**src/rtl/mdu_pkg.sv**
```systemverilog
`default_nettype none
// ============================================================================
// mdu_pkg : shared types and constants for the EX-stage multiply/divide unit.
// Optional MADD/MADDU/MSUB/MSUBU op codes are enabled by macro MDU_MADD_EN.
// Rev 1.0
// ============================================================================
package mdu_pkg;

  localparam int DIV_ITER = 32;
  localparam int CNT_W    = $clog2(DIV_ITER);

`ifdef MDU_MADD_EN
  localparam int OP_W = 4;
`else
  localparam int OP_W = 3;
`endif

  typedef enum logic [OP_W-1:0] {
    MDU_NOP,
    MULT,
    MULTU,
    DIV,
    DIVU,
    MTHI,
    MTLO
`ifdef MDU_MADD_EN
    ,
    MADD,
    MADDU,
    MSUB,
    MSUBU
`endif
  } mdu_op_e;

  typedef enum logic [1:0] {
    ST_IDLE,
    ST_MUL,
    ST_DIV,
    ST_DONE
  } mdu_state_e;

  localparam logic [1:0] HILO_WE_NONE = 2'b00;
  localparam logic [1:0] HILO_WE_HI   = 2'b10;
  localparam logic [1:0] HILO_WE_LO   = 2'b01;
  localparam logic [1:0] HILO_WE_BOTH = 2'b11;

  function automatic logic [31:0] mag32(input logic [31:0] v, input logic sgn);
    return (sgn && v[31]) ? (32'd0 - v) : v;
  endfunction

endpackage
`default_nettype wire

```
**src/rtl/mdu_divider.sv**
```systemverilog
`default_nettype none
// ============================================================================
// mdu_divider : iterative restoring radix-2 divider on operand magnitudes,
// one quotient bit per cycle, with sign fixup and divide-by-zero result.
// Rev 1.0
// ============================================================================
module mdu_divider
  import mdu_pkg::*;
(
  input  logic        clk,
  input  logic        reset,
  input  logic        start_i,
  input  logic        abort_i,
  input  logic        signed_i,
  input  logic [31:0] dividend_i,
  input  logic [31:0] divisor_i,
  output logic        done_o,
  output logic [63:0] result_o
);

  logic             busy_q;
  logic [CNT_W-1:0] cnt_q;
  logic [31:0]      rem_q, quo_q, dvs_q, raw_a_q;
  logic             negq_q, negr_q, dz_q;

  logic [32:0] w_rem_sh, w_diff;
  logic [31:0] w_rem_n, w_quo_n, w_q_fix, w_r_fix;

  // quo_q starts as the dividend magnitude and shifts quotient bits in from the right
  assign w_rem_sh = {rem_q, quo_q[31]};
  assign w_diff   = w_rem_sh - {1'b0, dvs_q};
  assign w_rem_n  = w_diff[32] ? w_rem_sh[31:0] : w_diff[31:0];
  assign w_quo_n  = {quo_q[30:0], ~w_diff[32]};

  assign w_q_fix  = negq_q ? (32'd0 - w_quo_n) : w_quo_n;
  assign w_r_fix  = negr_q ? (32'd0 - w_rem_n) : w_rem_n;

  assign done_o   = busy_q && (cnt_q == CNT_W'(DIV_ITER - 1));
  assign result_o = dz_q ? {raw_a_q, 32'hFFFF_FFFF} : {w_r_fix, w_q_fix};

  always_ff @(posedge clk) begin
    if (reset) begin
      busy_q  <= 1'b0;
      cnt_q   <= '0;
      rem_q   <= '0;
      quo_q   <= '0;
      dvs_q   <= '0;
      raw_a_q <= '0;
      negq_q  <= 1'b0;
      negr_q  <= 1'b0;
      dz_q    <= 1'b0;
    end else if (abort_i) begin
      busy_q <= 1'b0;
    end else if (start_i) begin
      busy_q  <= 1'b1;
      cnt_q   <= '0;
      rem_q   <= '0;
      quo_q   <= mag32(dividend_i, signed_i);
      dvs_q   <= mag32(divisor_i, signed_i);
      raw_a_q <= dividend_i;
      negq_q  <= signed_i & (dividend_i[31] ^ divisor_i[31]);
      negr_q  <= signed_i & dividend_i[31];
      dz_q    <= (divisor_i == 32'd0);
    end else if (busy_q) begin
      rem_q <= w_rem_n;
      quo_q <= w_quo_n;
      cnt_q <= cnt_q + 1'b1;
      if (done_o) busy_q <= 1'b0;
    end
  end

endmodule
`default_nettype wire

```
**src/rtl/mul_div_unit.sv**
```systemverilog
`default_nettype none
// ============================================================================
// mul_div_unit : EX-stage MIPS multiply/divide unit producing {HI,LO} writes.
// Optional multiply-accumulate ops are enabled by macro MDU_MADD_EN.
// Rev 1.0
// ============================================================================
module mul_div_unit
  import mdu_pkg::*;
(
  input  logic            clk,
  input  logic            reset,
  input  logic            start,
  input  logic [OP_W-1:0] op,
  input  logic [31:0]     rs_data,
  input  logic [31:0]     rt_data,
  input  logic [63:0]     hilo_in,
  input  logic            flush,
  output logic            stall_req,
  output logic [1:0]      hilo_we,
  output logic [63:0]     hilo_wdata
);

  mdu_state_e  state_q, state_d;
  logic [31:0] a_q, b_q;
  logic        msign_q;
  logic [63:0] wdata_q, wdata_d;

  logic        w_go, w_accept_mul, w_msign;
  logic        w_div_start, w_div_abort, w_div_signed, w_div_done;
  logic [63:0] w_div_result, w_a64, w_b64, w_prod, w_mul_res;

`ifdef MDU_MADD_EN
  logic [63:0] acc_q;
  logic        sub_q, w_acc_en, w_sub;
`endif

  // Low 64 bits of a 64x64 product equal the 32x32 signed/unsigned product
  assign w_a64  = {{32{msign_q & a_q[31]}}, a_q};
  assign w_b64  = {{32{msign_q & b_q[31]}}, b_q};
  assign w_prod = w_a64 * w_b64;

`ifdef MDU_MADD_EN
  assign w_mul_res = sub_q ? (acc_q - w_prod) : (acc_q + w_prod);
`else
  assign w_mul_res = w_prod;
`endif

  assign w_go = start && !flush && !reset;

  always_comb begin
    state_d      = state_q;
    wdata_d      = wdata_q;
    stall_req    = 1'b0;
    hilo_we      = HILO_WE_NONE;
    hilo_wdata   = wdata_q;
    w_accept_mul = 1'b0;
    w_msign      = 1'b0;
    w_div_start  = 1'b0;
    w_div_abort  = 1'b0;
    w_div_signed = 1'b0;
`ifdef MDU_MADD_EN
    w_acc_en     = 1'b0;
    w_sub        = 1'b0;
`endif
    case (state_q)
      ST_IDLE: begin
        if (w_go) begin
          case (mdu_op_e'(op))
            MTHI: begin
              hilo_we    = HILO_WE_HI;
              hilo_wdata = {rs_data, hilo_in[31:0]};
              wdata_d    = hilo_wdata;
            end
            MTLO: begin
              hilo_we    = HILO_WE_LO;
              hilo_wdata = {hilo_in[63:32], rs_data};
              wdata_d    = hilo_wdata;
            end
            MULT, MULTU: begin
              stall_req    = 1'b1;
              state_d      = ST_MUL;
              w_accept_mul = 1'b1;
              w_msign      = (mdu_op_e'(op) == MULT);
            end
`ifdef MDU_MADD_EN
            MADD, MADDU, MSUB, MSUBU: begin
              stall_req    = 1'b1;
              state_d      = ST_MUL;
              w_accept_mul = 1'b1;
              w_acc_en     = 1'b1;
              w_msign      = (mdu_op_e'(op) == MADD) || (mdu_op_e'(op) == MSUB);
              w_sub        = (mdu_op_e'(op) == MSUB) || (mdu_op_e'(op) == MSUBU);
            end
`endif
            DIV, DIVU: begin
              stall_req    = 1'b1;
              state_d      = ST_DIV;
              w_div_start  = 1'b1;
              w_div_signed = (mdu_op_e'(op) == DIV);
            end
            default: ;
          endcase
        end
      end
      ST_MUL: begin
        if (flush) begin
          state_d = ST_IDLE;
        end else begin
          stall_req = 1'b1;
          state_d   = ST_DONE;
          wdata_d   = w_mul_res;
        end
      end
      ST_DIV: begin
        if (flush) begin
          state_d     = ST_IDLE;
          w_div_abort = 1'b1;
        end else begin
          stall_req = 1'b1;
          if (w_div_done) begin
            state_d = ST_DONE;
            wdata_d = w_div_result;
          end
        end
      end
      ST_DONE: begin
        state_d = ST_IDLE;
        hilo_we = flush ? HILO_WE_NONE : HILO_WE_BOTH;
      end
      default: state_d = ST_IDLE;
    endcase
  end

  always_ff @(posedge clk) begin
    if (reset) begin
      state_q <= ST_IDLE;
      wdata_q <= '0;
      a_q     <= '0;
      b_q     <= '0;
      msign_q <= 1'b0;
`ifdef MDU_MADD_EN
      acc_q   <= '0;
      sub_q   <= 1'b0;
`endif
    end else begin
      state_q <= state_d;
      wdata_q <= wdata_d;
      if (w_accept_mul) begin
        a_q     <= rs_data;
        b_q     <= rt_data;
        msign_q <= w_msign;
`ifdef MDU_MADD_EN
        acc_q   <= w_acc_en ? hilo_in : 64'd0;
        sub_q   <= w_sub;
`endif
      end
    end
  end

  mdu_divider u_divider (
    .clk        (clk),
    .reset      (reset),
    .start_i    (w_div_start),
    .abort_i    (w_div_abort),
    .signed_i   (w_div_signed),
    .dividend_i (rs_data),
    .divisor_i  (rt_data),
    .done_o     (w_div_done),
    .result_o   (w_div_result)
  );

endmodule
`default_nettype wire
```
**config.mk**
```make
export PLATFORM = sky130hd
export DESIGN_NAME = mul_div_unit
export DESIGN_NICKNAME = d
export VERILOG_FILES = /design/src/rtl/mdu_pkg.sv /design/src/rtl/mdu_divider.sv /design/src/rtl/mul_div_unit.sv
export SDC_FILE = /design/constraint.sdc
export NUM_CORES = 2
export LEC_CHECK = 0
export CAP_MARGIN = 20
export CORE_ASPECT_RATIO = 0.9
export CORE_UTILIZATION = 30
export DETAILED_ROUTE_END_ITERATION = 10
export GPL_TIMING_DRIVEN = 0
export PLACE_DENSITY_LB_ADDON = 0.25
export SYNTH_ARGS = -nofsm -noshare
export SYNTH_HDL_FRONTEND = slang
export SYNTH_SLANG_ARGS = --single-unit
```
**constraint.sdc**
```tcl
create_clock -name clk -period 7.54 [get_ports clk]
set_input_delay 1.131 -clock clk [delete_from_list [all_inputs] [get_ports clk]]
set_output_delay 1.131 -clock clk [all_outputs]
set_load 0.005 [all_outputs]
```
==> summary.txt <==
# placed instances = 9452
Register-to-Register Path Depth = 33
Multi-input gate area = 0.0468 mm²
kind of cell adding the most delay to the critical path = adder cells
Max-slew headroom = 13.7%
FF/Latch Area = 0.00554 mm²
CTS tree = built
status = finished, violations left
DRC = 0
Core Util, Final = 36.1%
final hold violation count = 0
Yosys top cell area share = 40.1%
maximum clock insertion buffer count = 3
first-pass GRT wire length = 377000 µm
worst hold stages = 2
via count = 50871
Inserted Clock Buffers = 31
final setup fails = 40
Die Footprint = 0.189 mm²
synthesized area = 0.0562 mm²
fin. max-slew vios = 0
commonest cells in the netlist = inv_1 (1184), fa_1 (1126), nand2_1 (1097)
Bufs and invs on worst path = 11
Synth warnings = 0
core box area = 0.186 mm²
initial core utilization = 30.2%
area of placed instances = 0.0616 mm²
IO Count = 202
Worst Path Required = 7.99 ns
layout overhead on the synthesized area = 19.4%
crit path launch type = register
CP max FO = 8
CTS sink cnt = 268
Setup WS post-layout = -1.03 ns
TNS Setup = -26.30 ns
reg2reg end = wdata_q[58]
EDFF count, synth = 0
initial antenna violation count = 26
failing checks = negative setup slack
fin area = 0.0671 mm²
Worst Tran Pin Value = 1.29 ns
RSZ-0062 raised after global routing = yes
critical-path cell with the highest stage delay = fa_2
Total GRT Usage = 27.7%
hold_buf cts = 0
post-route non-filler standard cell count = 9627
leakage = 0.0298 µW
largest net degree at the start of global routing = 25
DRT Pass-1 Iters = 6
Netlist cell types = 96
flops & latches, synth = 268
number of global-route vias before repair = 51665
reg2reg start = a_q[31]
f_max = 0.117 GHz
clock skew = 0.0130 ns
Cell Pwr Density = 128 mW/mm²
asr flop ratio synth = 0%
post-route ant nets = 0
H-tree depth = 1
crit path time final = 8.57 ns
nets@finish = 8598
total grt overflow = 0
Placer Congestion = 1.02
Worst Path Arrival = 9.02 ns
Iter 0 DRT Violations = 5451
row count = 150
Die Y = 413 µm
pre-CTS WS = -2.68 ns
R2R setup slack = -1.03 ns
Peak VDD IR = 0.000171 V
Synth area leaders = fa_1 (40%), dfxtp_1 (9.5%), inv_1 (7.9%), nand2_1 (7.3%), ha_1 (5.7%)
Crit path top cell by count = fa_2
IO Port Bufs = 183
Mapped Cells = 6745
Total Wirelength = 264000 µm
syn nets = 8261
Clock transition at path regs = 0.07 ns
mean post-synth cell area = 8.34 µm²
Hold EP = u_divider.raw_a_q[14]
Worst setup EP type = register
post-synthesis sequential area ratio = 9.54%
drt wl/cell = 27.4 µm
Max-Cap Viols = 0
layout cells sized above 1 = 11.6%
Synth area leader = fa_1
slowest stage delay, CP = 0.68 ns
Post-synth top flop = dfxtp_1
hold path start = u_divider.raw_a_q[14]
hold crit path type = reg -> reg
CTS root buffer = clkbuf_16
Clock Latency Late Sink = 0.60 ns
period utilisation layout = 114%
chip width = 458 µm
CP Class = reg -> reg
DP HPWL = 218000 µm
Vias per Instance = 5.28
most common cell in the netlist = inv_1
fillcell total = 19347
-- layout by cell type (no fill, tap or decap), drive strengths merged, types with 62 or more instances in the layout --
| cell type | instances |
|---|---|
| inv | 1182 |
| fa | 1126 |
| nand2 | 1097 |
| clkbuf | 395 |
| a21oi | 382 |
| and2 | 364 |
| nor2 | 354 |
| dfxtp | 268 |
| ha | 255 |
| buf | 214 |
| o21ai | 186 |
| clkdlybuf4s50 | 183 |
| xnor2 | 116 |
| xor2 | 77 |
| a22oi | 67 |
| a211oi | 62 |
-- what timing repair did --
item | in CTS | in global routing
buffers inserted | 83 | 57
resized for setup | 760 | 212
pin swaps | 90 | 141
setup endpoints to repair | 50 | 45
cloned | 0 | 1
-- metal layers --
metal | up-vias | part of all wire [%] | GRT usage, %
met3 | 472 | 9.5 | 5.72
met4 | 20 | 5.8 | 13.2
met1 | 26147 | 42 | 38.0
met5 | - | 0.055 | 0
met2 | 2546 | 43 | 41.4
li1 | 21686 | - | -
-- worst register-to-register path, delay by kind of cell (launching register included) --
family / cells / cell delay (ns)
flops: 1 / 0.37
compound gates: 8 / 1.59
buf+inv: 11 / 1.20
fa+ha+maj: 9 / 4.64
simple gates: 4 / 0.51
xor+xnor: 1 / 0.11
-- state kept, by name (all words and copies together) (netlist names) --
signal and count:
u_divider.negr_q 1, msign_q 1, u_divider.dvs_q 32, a_q 32, u_divider.negq_q 1, u_divider.quo_q 32
wdata_q 64, state_q 2, u_divider.raw_a_q 32, u_divider.dz_q 1, u_divider.rem_q 32, u_divider.cnt_q 5
b_q 32, u_divider.busy_q 1
-- per-stage QoR --
stage,hold WS (ns),power (µW)
floorplan,0.423,4170
CTS,0.451,8360
global placement,0.432,6540
detailed placement,0.437,6590
global route,0.474,8810
finish,0.454,8580
-- power by group --
group | total, µW | switching (µW) | internal (µW)
registers | 1740 | 175 | 1560
logic | 5180 | 3400 | 1780
clock network | 1660 | 712 | 950
total | 8580 | 4290 | 4290
-- cell type report --
cell class                      count  area share, %
Multi-Input combinational cell   4844           69.7
Sequential cell                   268           8.26
Inverter                         1186           6.67
Timing Repair Buffer              336           4.90
Tap cell                         2508           4.68
Buffer                            415           4.14
Clock buffer                       41           1.30
Clock inverter                     15          0.287
Antenna cell                       14         0.0522
-- worst max path at each step --
stage / from / end / cells after the start
2_1_floorplan: a_q[31] / wdata_q[54] / 30
3_3_place_gp: a_q[14] / wdata_q[49] / 25
3_5_place_dp: a_q[14] / wdata_q[52] / 26
4_1_cts: a_q[31] / wdata_q[50] / 31
5_1_grt: a_q[31] / wdata_q[57] / 33
6_report: a_q[31] / wdata_q[58] / 33
-- logic make-up after synthesis --
kind of cell,after synthesis,synth area share [%]
mux,41,0.736
simple gates,2167,17.7
buf+inv,1633,11.0
xor+xnor,193,3.01
fa+ha+maj,1381,45.8
flops,268,9.54
compound gates,1062,12.2
Note: power is estimated with default switching activity, not from simulation.
